**src/rtl/xor_fold_ctrl.sv**
```systemverilog
// Folds a programmed number of words into one accumulator through a shared XOR_N,
// then holds the result and its parity until the consumer acknowledges it.

module XOR_N #(
  parameter int N = 64
) (
  input  logic [N-1:0] A_i,
  input  logic [N-1:0] B_i,
  output logic [N-1:0] Y_o
);
  assign Y_o = A_i ^ B_i;
endmodule

module xor_fold_ctrl #(
  parameter int REGISTER_LENGTH = 64,
  parameter int COUNT_WIDTH     = 8
) (
  input  logic                       clk_i,
  input  logic                       reset_n_i,
  input  logic                       start_i,
  input  logic [COUNT_WIDTH-1:0]     count_i,
  input  logic [REGISTER_LENGTH-1:0] seed_i,
  input  logic [REGISTER_LENGTH-1:0] data_i,
  input  logic                       valid_i,
  output logic                       ready_o,
  output logic [REGISTER_LENGTH-1:0] result_o,
  output logic                       parity_o,
  output logic                       done_o,
  input  logic                       ack_i,
  output logic                       busy_o
);

  typedef enum logic [1:0] {
    IDLE  = 2'd0,
    ACCUM = 2'd1,
    HOLD  = 2'd2
  } state_t;

  state_t                     state_q;
  logic [REGISTER_LENGTH-1:0] acc_q;
  logic [REGISTER_LENGTH-1:0] acc_d;
  logic [COUNT_WIDTH-1:0]     remaining_q;

  // The only datapath XOR: next accumulator value for an ACCUM beat.
  XOR_N #(REGISTER_LENGTH) u_xor (
    .A_i (acc_q),
    .B_i (data_i),
    .Y_o (acc_d)
  );

  always_ff @(posedge clk_i) begin
    if (!reset_n_i) begin
      state_q     <= IDLE;
      acc_q       <= '0;
      remaining_q <= '0;
    end else begin
      case (state_q)
        IDLE: begin
          if (start_i) begin
            acc_q       <= seed_i;
            remaining_q <= count_i;
            state_q     <= (count_i == '0) ? HOLD : ACCUM;
          end
        end
        ACCUM: begin
          // ready_o is 1 throughout ACCUM, so valid_i alone marks a beat.
          if (valid_i) begin
            acc_q       <= acc_d;
            remaining_q <= remaining_q - COUNT_WIDTH'(1);
            if (remaining_q == COUNT_WIDTH'(1)) begin
              state_q <= HOLD;
            end
          end
        end
        HOLD: begin
          if (ack_i) begin
            state_q <= IDLE;
          end
        end
        default: state_q <= IDLE;
      endcase
    end
  end

  assign result_o = acc_q;
  assign parity_o = ^acc_q;
  assign ready_o  = (state_q == ACCUM);
  assign done_o   = (state_q == HOLD);
  assign busy_o   = (state_q != IDLE);

endmodule

```
**config.mk**
```make
export PLATFORM = sky130hd
export DESIGN_NAME = xor_fold_ctrl
export DESIGN_NICKNAME = d
export VERILOG_FILES = /design/src/rtl/xor_fold_ctrl.sv
export SDC_FILE = /design/constraint.sdc
export NUM_CORES = 1
export LEC_CHECK = 0
export BUFFER_PORTS_ARGS = -buffer_cell sky130_fd_sc_hd__buf_2
export CORE_MARGIN = 2
export CORE_UTILIZATION = 48
export CTS_CLUSTER_SIZE = 28
export DETAILED_ROUTE_END_ITERATION = 8
export HOLD_SLACK_MARGIN = 0.05
export PLACE_DENSITY = 0.82
export SLEW_MARGIN = 10
export SYNTH_ARGS = -nofsm -noshare
export SYNTH_HDL_FRONTEND = slang
export SYNTH_SLANG_ARGS = --single-unit
```
**constraint.sdc**
```tcl
create_clock -name clk_i -period 1.75 [get_ports clk_i]
set_input_delay 0.35 -clock clk_i [delete_from_list [all_inputs] [get_ports clk_i]]
set_output_delay 0.35 -clock clk_i [all_outputs]
set_load 0.01 [all_outputs]
```
Word-level counts from Yosys, hierarchy flattened
Cells that the tools add are included.
Word-level totals
  logic and storage cells: 31
  output and inout port bits: 68
  input bits: 141
  flip-flop bits (word level): 74
Cells by class
  add/subtract/negate cells: 1
  bitwise operators: 1
  reduce and logical (&&, ||, !) cells: 7
  eq/ne operators: 7
  mux-type cells: 12
Operators with widths (count)
  two-way mux 64 bit: 2
  one-hot mux 64 bit (2 select lines): 1
  parity 64 bit: 1
  XOR 64 bit: 1
  two-way mux 8 bit: 2
  one-hot mux 8 bit (2 select lines): 1
  two-way mux 2 bit: 5
  == test 8 x 1 -> 1 bit, second input constant: 1
  logical NOT 8 bit: 1
  subtractor 8 x 1 -> 8 bit, second input constant: 1
  one-hot mux 2 bit (3 select lines): 1
  inequality test 2 x 1 -> 1 bit, second input constant: 2
  inequality test 2 bit, second input constant: 2
  AND reduction 4 bit: 1
  nonzero test 2 bit: 2
  AND reduction 3 bit: 1
  == test 2 x 1 -> 1 bit, second input constant: 1
  == test 2 bit, second input constant: 1
  logical NOT 2 bit: 1

Logic depth before layout (Yosys ltp)
  depth in word-level cells: 4
  depth in mapped cells: 9
  depth with buffers taken out: 7

Modules after synthesis
A second synthesis with hierarchy kept.
Second synthesis, totals
  cell total of the unflattened synthesis: 567
  area total of the unflattened synthesis: 4613.2 um2
By module, submodules not included
  xor_fold_ctrl: area each 4052.6 um2, cells an instance 503, instances 1
  XOR_N: area each 560.5 um2, cells an instance 64, instances 1

Worst setup path after synthesis
OpenSTA, ideal clock, no wires.
  path type: register to output
  start point: register acc_q[54], in the netlist result_o[54]
  end point: output port parity_o
  arrival time: 1.378 ns
  data required time: 1.400 ns
  path slack: 0.022 ns
  cell stages (with the launch flop): 7
  path buffers: 0
  cells stage by stage: dfxtp_1 > xor2_1 > xnor2_1 > xnor2_1 > xnor2_1 > xnor2_1 > xnor2_1
Between the ends
  cells in the longest elaborated chain, start to end: 1
RTL lines
  start: declaration: line 40  | logic [REGISTER_LENGTH-1:0] acc_q;
  start signal: assignment: line 60  | acc_q <= seed_i;
  parity 64 bit: line 86  | assign parity_o = ^acc_q;
  end: declaration: line 27  | output logic parity_o,
No other way between the ends.

Final worst setup path
  start point: register acc_q[34], in the netlist result_o[34]
  end point: output port parity_o
Same word-level chain as after synthesis.

==> out/results.ini <==
[status]
run_status = finished, violations left
failing_checks = setup timing

[routing]
routed_wire_length_per_instance_um = 14.4
num_vias = 5560
drc = 0
drt-initial-drc-count = 252
wirelength_mm = 14.5
remaining_antenna_violation_count = 0
detail_route.first_pass.iterations = 7
route.detailed.vias_per_inst = 5.53

[layout]
filler_cell_count = 744
final_cell_mix = buf_2 (208), o21ai_0 (122), nor2_1 (73)
synth_to_layout_area_growth_pct = 43.9
antenna_cells_inserted = 0
layout-drive-gt1-share_pct = 37.2
nets = 1034
final_common_cell = buf_2

[synthesis]
mappedNetlistNets = 780
yosysWarningCount = 0
yosysSeqAreaShare_pct = 32.6
synth_top_area_share_pct = 32.6
synth_cell_type_count = 35
flip_flop_and_latch_count_after_synthesis = 74
post_synth_inst_count = 637
synth_area_leaders = dfxtp_1 (33%), o21ai_0 (13%), xnor2_1 (11%)
post_synth_design_cell_area_mm2 = 0.00454
postSynthAreaPerCell_um2 = 7.13
synth.largest_area_cell = dfxtp_1

[die]
floorplan.die.height_um = 101
floorplan.core_area_mm2 = 0.00920
initial_core_util_pct = 49.4
die-width_um = 101
die-area_mm2 = 0.0103
ioPinCount = 209
floorplan.rows = 35

[timing]
setup_tns_ns = -0.494
final_cycle_share_pct = 128
timing.final.max_slew_violations = 0
setup_viol = 1
timing.max_slew.rel_slack_pct = 72.6
max_freq_mhz = 446
timing.final.hold_violations = 0
tightest_slew_ns = 0.408
post-route-min-period_ns = 2.24
fin_hold_ws_ns = 0.290
final_worst_setup_slack_ns = -0.494
final_setup_skew_ns = 0.00776
rsz0062_at_grt = yes

[placed_design]
globalplace.congestion = 0.846
buffer_ports.inserted = 208
hpwl_mm = 10.6

[setup_path]
timing.critical_path.to_type = output pin
cp.arrival_ns = 1.89
critical_path_class = register to output pin
critical_path_required_ns = 1.40
cp-start-kind = register
path_max_fanout = 2

[cts]
cts_buffers = 9
cts_root_buffer = clkbuf_8
cts_setup_buffers = 0
clk-insertion-delay-late_ns = 0.33
cts_hold_repair.buffers = 0
cts_tree = done
path_clk_slew_ns = 0.08
cts_num_sinks = 74
h_tree_level_count = 3
cts_buffer_depth = 2

[global_route]
number_of_antenna_violations_at_the_first_check_in_global_routing = 0
grt_start_max_net_pins = 72
grt_use_total_pct = 27.2
grt-ovfl-total = 0
vias_in_the_first_global_route = 4980
first_pass_grt_wire_length_mm = 22.6

[power_and_ir_drop]
total_leakage_power_uw = 0.00302
peakVddDrop_v = 0.00104
post-layout-total-power_uw = 8730
power_density_mw_per_mm2 = 1340

[hold_path]
hold_path.class = input port to register

[job]
maxCapViolations = 0

per-layer routing:
layer  up-vias  GRT usage, %  part of all wire (%)
met5         -             0                     0
met4         0          10.6                   2.7
met3        36          5.18                   9.0
met2       317          47.6                    48
met1      2503          32.9                    40
li1       2704             -                     -
power breakdown:
group	internal [uW]	total [uW]	switching, uW
combinational	2490	5090	2600
clock	796	1390	592
sequential	2000	2250	252
logic make-up (layout without fill, tap and decap cells):
group / Yosys count / in the layout / synth area share, %
buffers and inverters: 113 / 371 / 11.1
AO/OA/AOI/OAI: 284 / 284 / 34.0
XOR/XNOR: 65 / 65 / 12.5
AND/OR/NAND/NOR: 98 / 98 / 8.93
adder cells (fa/ha/maj): 2 / 2 / 0.551
flip-flops: 74 / 74 / 32.6
multiplexers: 1 / 1 / 0.221
registers in the layout (all words and copies together), names as in the netlist:
register     count
remaining_q      8
state_q          2
result_o        64
worst paths after layout:
check / from / to / slack, ns / cells past startpoint
worst min register to register: remaining_q[1]$_SDFFE_PN0P_ / remaining_q[1]$_SDFFE_PN0P_ / 0.51 / 1
worst max-delay path: result_o[34]$_SDFFE_PN0P_ / parity_o / -0.49 / 7
worst max register to register: state_q[1]$_SDFFE_PN0P_ / result_o[3]$_SDFFE_PN0P_ / 0.11 / 8
worst min-delay path: ack_i / state_q[1]$_SDFFE_PN0P_ / 0.29 / 4
repair_timing:
| action | 4_1_cts | 5_1_grt |
|---|---|---|
| endpoints found under the setup margin | 1 | 2 |
| gates cloned | 0 | 1 |
| resized for setup | 25 | 2 |
| pin swaps | 15 | 1 |
cell type report:
class | count | area (um2) | share of cell area [%]
multi-input cells | 450 | 2700 | 41.3
repair buffers | 288 | 1750 | 26.7
flip-flops and latches | 74 | 1490 | 22.8
inverters | 68 | 256 | 3.93
well taps | 111 | 139 | 2.13
clock buffers | 12 | 135 | 2.07
clock inverters | 3 | 65.1 | 0.996
stage by stage:
stage	utilization [%]	cell area, um2	cells	setup slack (ns)
2_1_floorplan	-	4540	637	0.0219
3_3_place_gp	67.2	6180	992	-0.239
3_5_place_dp	67.2	6180	992	-0.229
4_1_cts	70.7	6510	1005	-0.507
5_1_grt	71.0	6530	1006	-0.593
6_report	71.0	6530	1006	-0.494
critical path: stages, from the launching register on:
cell	delay, ns
dfxtp_2	0.34
xnor2_2	0.25
xnor2_2	0.13
xnor2_2	0.22
xnor2_2	0.11
xnor2_2	0.21
xnor2_1	0.14
buf_2	0.16
synth_stat cells:
library cell    n
buf_4           1
o21a_1          1
clkbuf_1       29
xnor2_1        57
buf_6           9
nand2b_1        1
dfxtp_1        74
a221oi_1        1
nand4b_1        1
nor3b_1         2
nor3_1          2
or2_2           1
xor2_1          8
nor2b_1         3
inv_1          66
nor2_1         73
o21ai_0       122
mux2i_1         1
a41oi_1         1
nand2_1        11
nor4_1          4
o211ai_1        1
a21o_1          1
a21oi_2         1
clkbuf_2        1
ha_1            2
buf_2           5
o221ai_1        2
a21boi_0        2
o21ai_1        14
inv_2           2
a31oi_1        65
a21oi_1        71
o221a_2         1
o211a_1         1
Power figures use the tool's default switching activity.
